File: config.mk
export PLATFORM = sky130hd
export DESIGN_NAME = pattern_gen
export DESIGN_NICKNAME = d
export VERILOG_FILES = /design/src/rtl/pattern_gen.sv
export SDC_FILE = /design/constraint.sdc
export NUM_CORES = 1
export LEC_CHECK = 0
export ABC_AREA = 0
export CAP_MARGIN = 40
export CORE_MARGIN = 4
export CORE_UTILIZATION = 60
export DETAILED_ROUTE_END_ITERATION = 6
export PLACE_DENSITY_LB_ADDON = 0.1
export SLEW_MARGIN = 20
export SYNTH_ARGS = -nofsm -noshare
export SYNTH_HDL_FRONTEND = slang
export SYNTH_SLANG_ARGS = --single-unit
File: constraint.sdc
create_clock -name clk -period 4.92 [get_ports clk]
set_clock_uncertainty 0.05 [all_clocks]
set_input_delay 0.738 -clock clk [delete_from_list [all_inputs] [get_ports clk]]
set_output_delay 0.738 -clock clk [all_outputs]
set_load 0.03 [all_outputs]
File: src/rtl/pattern_gen.sv
// Multi-channel test-signal generator: prescaled up/down/LFSR/walking-one channels with a valid/ready load port.
// Optional feature macro: PATTERN_GEN_LFSR_EN builds the LFSR mode; without it mode 10 counts up.
module pattern_gen #(
  parameter int              WIDTH    = 8,
  parameter int              CHANNELS = 4,
  parameter int              DIV_W    = 16,
  parameter logic [WIDTH-1:0] TAPS    = 8'hB8,
  localparam int             LCW      = (CHANNELS > 1) ? $clog2(CHANNELS) : 1
) (
  input  logic                      clk,
  input  logic                      rst_n,
  input  logic                      en,
  input  logic [1:0]                mode,
  input  logic [DIV_W-1:0]          div,
  input  logic                      load_valid,
  output logic                      load_ready,
  input  logic [LCW-1:0]            load_chan,
  input  logic [WIDTH-1:0]          load_data,
  output logic [CHANNELS*WIDTH-1:0] out,
  output logic                      tick,
  output logic [CHANNELS-1:0]       wrap
);

  localparam logic [WIDTH-1:0] ONE = {{(WIDTH-1){1'b0}}, 1'b1};

  logic [DIV_W-1:0]          pcnt_q, pcnt_d;
  logic [CHANNELS*WIDTH-1:0] chan_q, chan_d;
  logic [CHANNELS-1:0]       wrap_q, wrap_d;
  logic                      tick_q, tick_d;
  logic                      ready_q, ready_d;
  logic                      strobe;
  logic                      load_fire;

`ifndef PATTERN_GEN_LFSR_EN
  logic unused_taps;
  assign unused_taps = ^TAPS;
`endif

  // Returns {wrap_flag, next_value} for one channel step in the given mode.
  function automatic logic [WIDTH:0] advance(input logic [WIDTH-1:0] v, input logic [1:0] m);
    logic [WIDTH-1:0] nv;
    logic             w;
    logic             onehot;
    nv     = v;
    w      = 1'b0;
    onehot = (v != '0) && ((v & (v - ONE)) == '0);
    case (m)
      2'b01: begin
        nv = v - ONE;
        w  = (v == '0);
      end
`ifdef PATTERN_GEN_LFSR_EN
      2'b10: begin
        nv = (v == '0) ? ONE : ((v >> 1) ^ (v[0] ? TAPS : '0));
        w  = (nv == ONE);
      end
`endif
      2'b11: begin
        nv = onehot ? {v[WIDTH-2:0], v[WIDTH-1]} : ONE;
        w  = onehot & v[WIDTH-1];
      end
      default: begin
        nv = v + ONE;
        w  = &v;
      end
    endcase
    return {w, nv};
  endfunction

  // Handshake: a transfer happens on any edge with load_valid && load_ready;
  // load_ready then drops for exactly one cycle before accepting again.
  assign strobe    = en && (pcnt_q >= div);
  assign load_fire = load_valid && ready_q;

  always_comb begin
    logic [WIDTH:0] step;
    logic           hit;
    pcnt_d  = pcnt_q;
    chan_d  = chan_q;
    wrap_d  = '0;
    tick_d  = strobe;
    ready_d = !load_fire;
    step    = '0;
    hit     = 1'b0;
    if (en) pcnt_d = strobe ? '0 : pcnt_q + 1'b1;
    for (int k = 0; k < CHANNELS; k++) begin
      step = advance(chan_q[k*WIDTH +: WIDTH], mode);
      hit  = load_fire && (load_chan == LCW'(k));
      if (hit) begin
        chan_d[k*WIDTH +: WIDTH] = load_data;
      end else if (strobe) begin
        chan_d[k*WIDTH +: WIDTH] = step[WIDTH-1:0];
        wrap_d[k]                = step[WIDTH];
      end
    end
  end

  always_ff @(posedge clk or negedge rst_n) begin
    if (!rst_n) begin
      pcnt_q  <= '0;
      tick_q  <= 1'b0;
      wrap_q  <= '0;
      ready_q <= 1'b1;
      for (int k = 0; k < CHANNELS; k++) chan_q[k*WIDTH +: WIDTH] <= WIDTH'(k);
    end else begin
      pcnt_q  <= pcnt_d;
      tick_q  <= tick_d;
      wrap_q  <= wrap_d;
      ready_q <= ready_d;
      chan_q  <= chan_d;
    end
  end

  assign out        = chan_q;
  assign tick       = tick_q;
  assign wrap       = wrap_q;
  assign load_ready = ready_q;

endmodule
==> impl_metrics.yaml <==
placement:
  globalplace.congestion: 0.896
  hpwl_um: 9030
  port-buffer-count: 69
  place_ws_ps: 949
  placed_cells: 710
setup_path:
  worst_setup_path_start_kind: "input pin"
  crit_buf_inv: 5
  crit_fanout: 19
  crit_chain: "clkdlybuf4s50_1, inv_1, ha_1, nand4_1, or4_1, o31ai_2, o21ai_2, buf_4, inv_2, buf_4, nor2_1, a221o_1"
  r2r-start: "out[0]"
  r2r_slack_ps: 1560
  endpoint_kind: "flip-flop"
  r2r_end: "out[2]"
  arrival_ps: 3780
  path_delay_family: "buffers and inverters"
  reg2reg_depth: 11
  path_common_cell: "buf_4"
  cp_slowest_stage_delay_ps: 520
  cpMaxStageDelayCell: "or4_1"
  cp_data_required_time_ps: 5080
  crit_type: "in2reg"
cts:
  clock_path_buffers: 2
  cts.sinks: 54
  cts_buffers: 5
  cts_root_buf: "clkbuf_8"
  clkTransAtPathRegs_ps: 100
  clk_latency_ps: 310
  hold_buffers: 0
  cts_htree_levels: 2
  post_cts_buffers: 0
  cts_resized: 0
  cts_tree: "done"
cells_and_area:
  fin_nets: 701
  drive_gt1_share_pct: 4.99
  syn_to_final_growth_pct: 18.1
  fin_cells: 720
  antenna-diode-count: 0
yosys:
  muxShareOfSynthArea_pct: 0.440
  yosys.cell_types.count: 48
  syn_nets: 656
  ys.flop_type: "dfrtp_1"
  synth_compound_area_share_pct: 19.6
  post_synth.cell_area_avg_um2: 7.91
  yosys.area_share.xor_xnor_pct: 5.77
  synth-edff-count: 0
  yosys_warnings: 0
  synth_top_family_by_area: "simple AND/OR/NAND/NOR gates"
  yosysSeqAreaShare_pct: 29.8
  synthAdderAreaFrac_pct: 13.5
  synthCells: 575
  synthesis.area_um2: 4550
  synth-simple-area-share_pct: 24.2
  async_reset_ff_share_pct: 100
  synth-seq-cells: 54
die:
  die_h_um: 95.1
  fp.coreArea_um2: 7330
  rows: 31
  dieArea_um2: 9040
  num_io_pins: 70
  initial_utilization_pct: 62.1
  chipWidth_um: 95.1
power_and_ir_drop:
  p_leak_nw: 2.23
  p_per_area_nw_per_um2: 309
  total_power_w: 0.00166
  ir_worst_vdd_v: 0.000186
timing:
  finalCritPeriodShare_pct: 73.6
  slew_headroom_pct: 48.7
  fmax_mhz: 276
  drv_slew: 0
  finalCriticalPeriod_ps: 3620
  setup_tns_ps: 0
  rsz0062_at_grt: "false"
  hold_viol: 0
  worst_pin_slew_ps: 767
  holdWs_ps: 506
  setup_violations: 0
  worst_slack_ps: 1300
routing:
  routed_wirelength_um: 12300
  firstDrtPassIters: 5
  drt-wirelength-per-cell_um: 17.1
  viasPerCell: 6.20
  drt_iter0_drc: 297
  vias: 4467
  drc: 0
  ant_nets: 0
grt:
  grt_max_degree: 55
  grtUsageTotal_pct: 28.2
  antenna_found_initial: 0
  grt_overflow: 0
  grt_pass1_vias: 4156
  grt_pass1_wl_um: 20300
status:
  status: "finished, final reports clean"
worst_hold_path:
  hp-class: "in2async"
job:
  cap_violations: 0
==> cell usage after synthesis (3+ instances only) <==
cell | number | share of area [%]
nor2_1 | 67 | 5.5
nand2_1 | 63 | 5.2
dfrtp_1 | 49 | 27
ha_1 | 49 | 13
clkbuf_1 | 36 | 3.0
inv_1 | 34 | 2.8
nand3_1 | 24 | 2.6
o21ai_0 | 22 | 2.4
o31ai_1 | 22 | 3.6
or3_1 | 21 | 2.9
a21oi_1 | 17 | 1.9
nor3_1 | 17 | 1.9
xor2_1 | 17 | 3.3
a211oi_1 | 14 | 2.3
xnor2_1 | 13 | 2.5
o22ai_1 | 11 | 1.5
o221ai_1 | 10 | 1.9
nand4_1 | 9 | 1.2
and3_1 | 8 | 1.1
nor2b_1 | 6 | 0.82
nor4_1 | 6 | 0.82
a221o_1 | 5 | 1.1
dfstp_2 | 5 | 2.9
a2111oi_0 | 4 | 0.77
buf_2 | 4 | 0.44
nand2b_1 | 4 | 0.55
o21a_1 | 4 | 0.66
o21ai_1 | 4 | 0.44
a221oi_1 | 3 | 0.58
and4_1 | 3 | 0.58
==> cell families (layout without fill, tap and decap cells) <==
logic type	after synthesis	in the layout
buffers and inverters	77	123
XOR/XNOR	30	30
adder cells (fa/ha/maj)	49	49
AO/OA/AOI/OAI	129	129
flip-flops	54	54
multiplexers	2	2
AND/OR/NAND/NOR	234	234
==> per-layer routing <==
| metal | part of all wire, % | global-route usage (%) | vias up |
|---|---|---|---|
| met1 | 45 | 42.4 | 2101 |
| met2 | 46 | 41.9 | 193 |
| met5 | 0 | 0 | - |
| met4 | 1.9 | 8.41 | 0 |
| met3 | 7.0 | 4.10 | 24 |
| li1 | - | - | 2149 |
==> through the flow <==
| step | util [%] | area [um^2] |
|---|---|---|
| after detailed placement | 71.8 | 5270 |
| after CTS | 73.1 | 5360 |
| final | 73.3 | 5370 |
| after global placement | 71.6 | 5250 |
| after floorplan | - | 4550 |
| after global routing | 73.3 | 5370 |
==> worst max-delay path by stage <==
stage / start / end / cells after the start
global route: div[11] / out[25] / 12
finish: div[11] / out[16] / 12
floorplan: out[0] / out[0] / 12
CTS: div[15] / out[16] / 12
global placement: div[15] / out[16] / 12
detailed placement: div[15] / out[16] / 12
==> sequential cells by signal (all words and copies together) (netlist names) <==
| signal | count |
|---|---|
| tick | 1 |
| out | 32 |
| load_ready | 1 |
| wrap | 4 |
| pcnt_q | 16 |
==> final cells by class <==
class	count	area [um^2]
multi-input combinational	444	2900
inverter	35	131
sequential	54	1360
timing repair buffer	80	772
clock inverter	1	5.00
tap	99	124
clock buffer	7	86.3
fill	581	1960
==> worst reg2reg max path: stages, from the launching register on <==
cell     delay, ps
dfrtp_1        490
inv_1          140
ha_1           190
or3b_2         490
or3_1          350
ha_1           200
nor4_1         280
and3_1         390
nor2b_1        250
nand2_1         80
a31o_2         240
o21ai_1        140
==> power breakdown <==
| group | internal, W | switching, W | leakage [nW] |
|---|---|---|---|
| sequential | 0.000522 | 0.000174 | 0.683 |
| combinational | 0.000327 | 0.000380 | 1.50 |
| clock | 0.000114 | 0.000146 | 0.0482 |
| total | 0.000963 | 0.000700 | 2.23 |
==> cell usage in the layout, fill, tap and decap left out, drive strengths merged, types with 5 or more instances in the layout <==
cell / instances
o22ai: 11
or3: 21
and3: 8
dfrtp: 49
o21ai: 27
buf: 12
xnor2: 13
nand3: 24
nor4: 6
inv: 35
nor3: 17
a221o: 5
o221ai: 10
a211oi: 14
nand4: 9
nand2: 63
dfstp: 5
o31ai: 23
xor2: 17
clkdlybuf4s50: 68
nor2b: 6
a21oi: 17
clkbuf: 7
ha: 49
nor2: 67
Power figures use the tool's default switching activity.
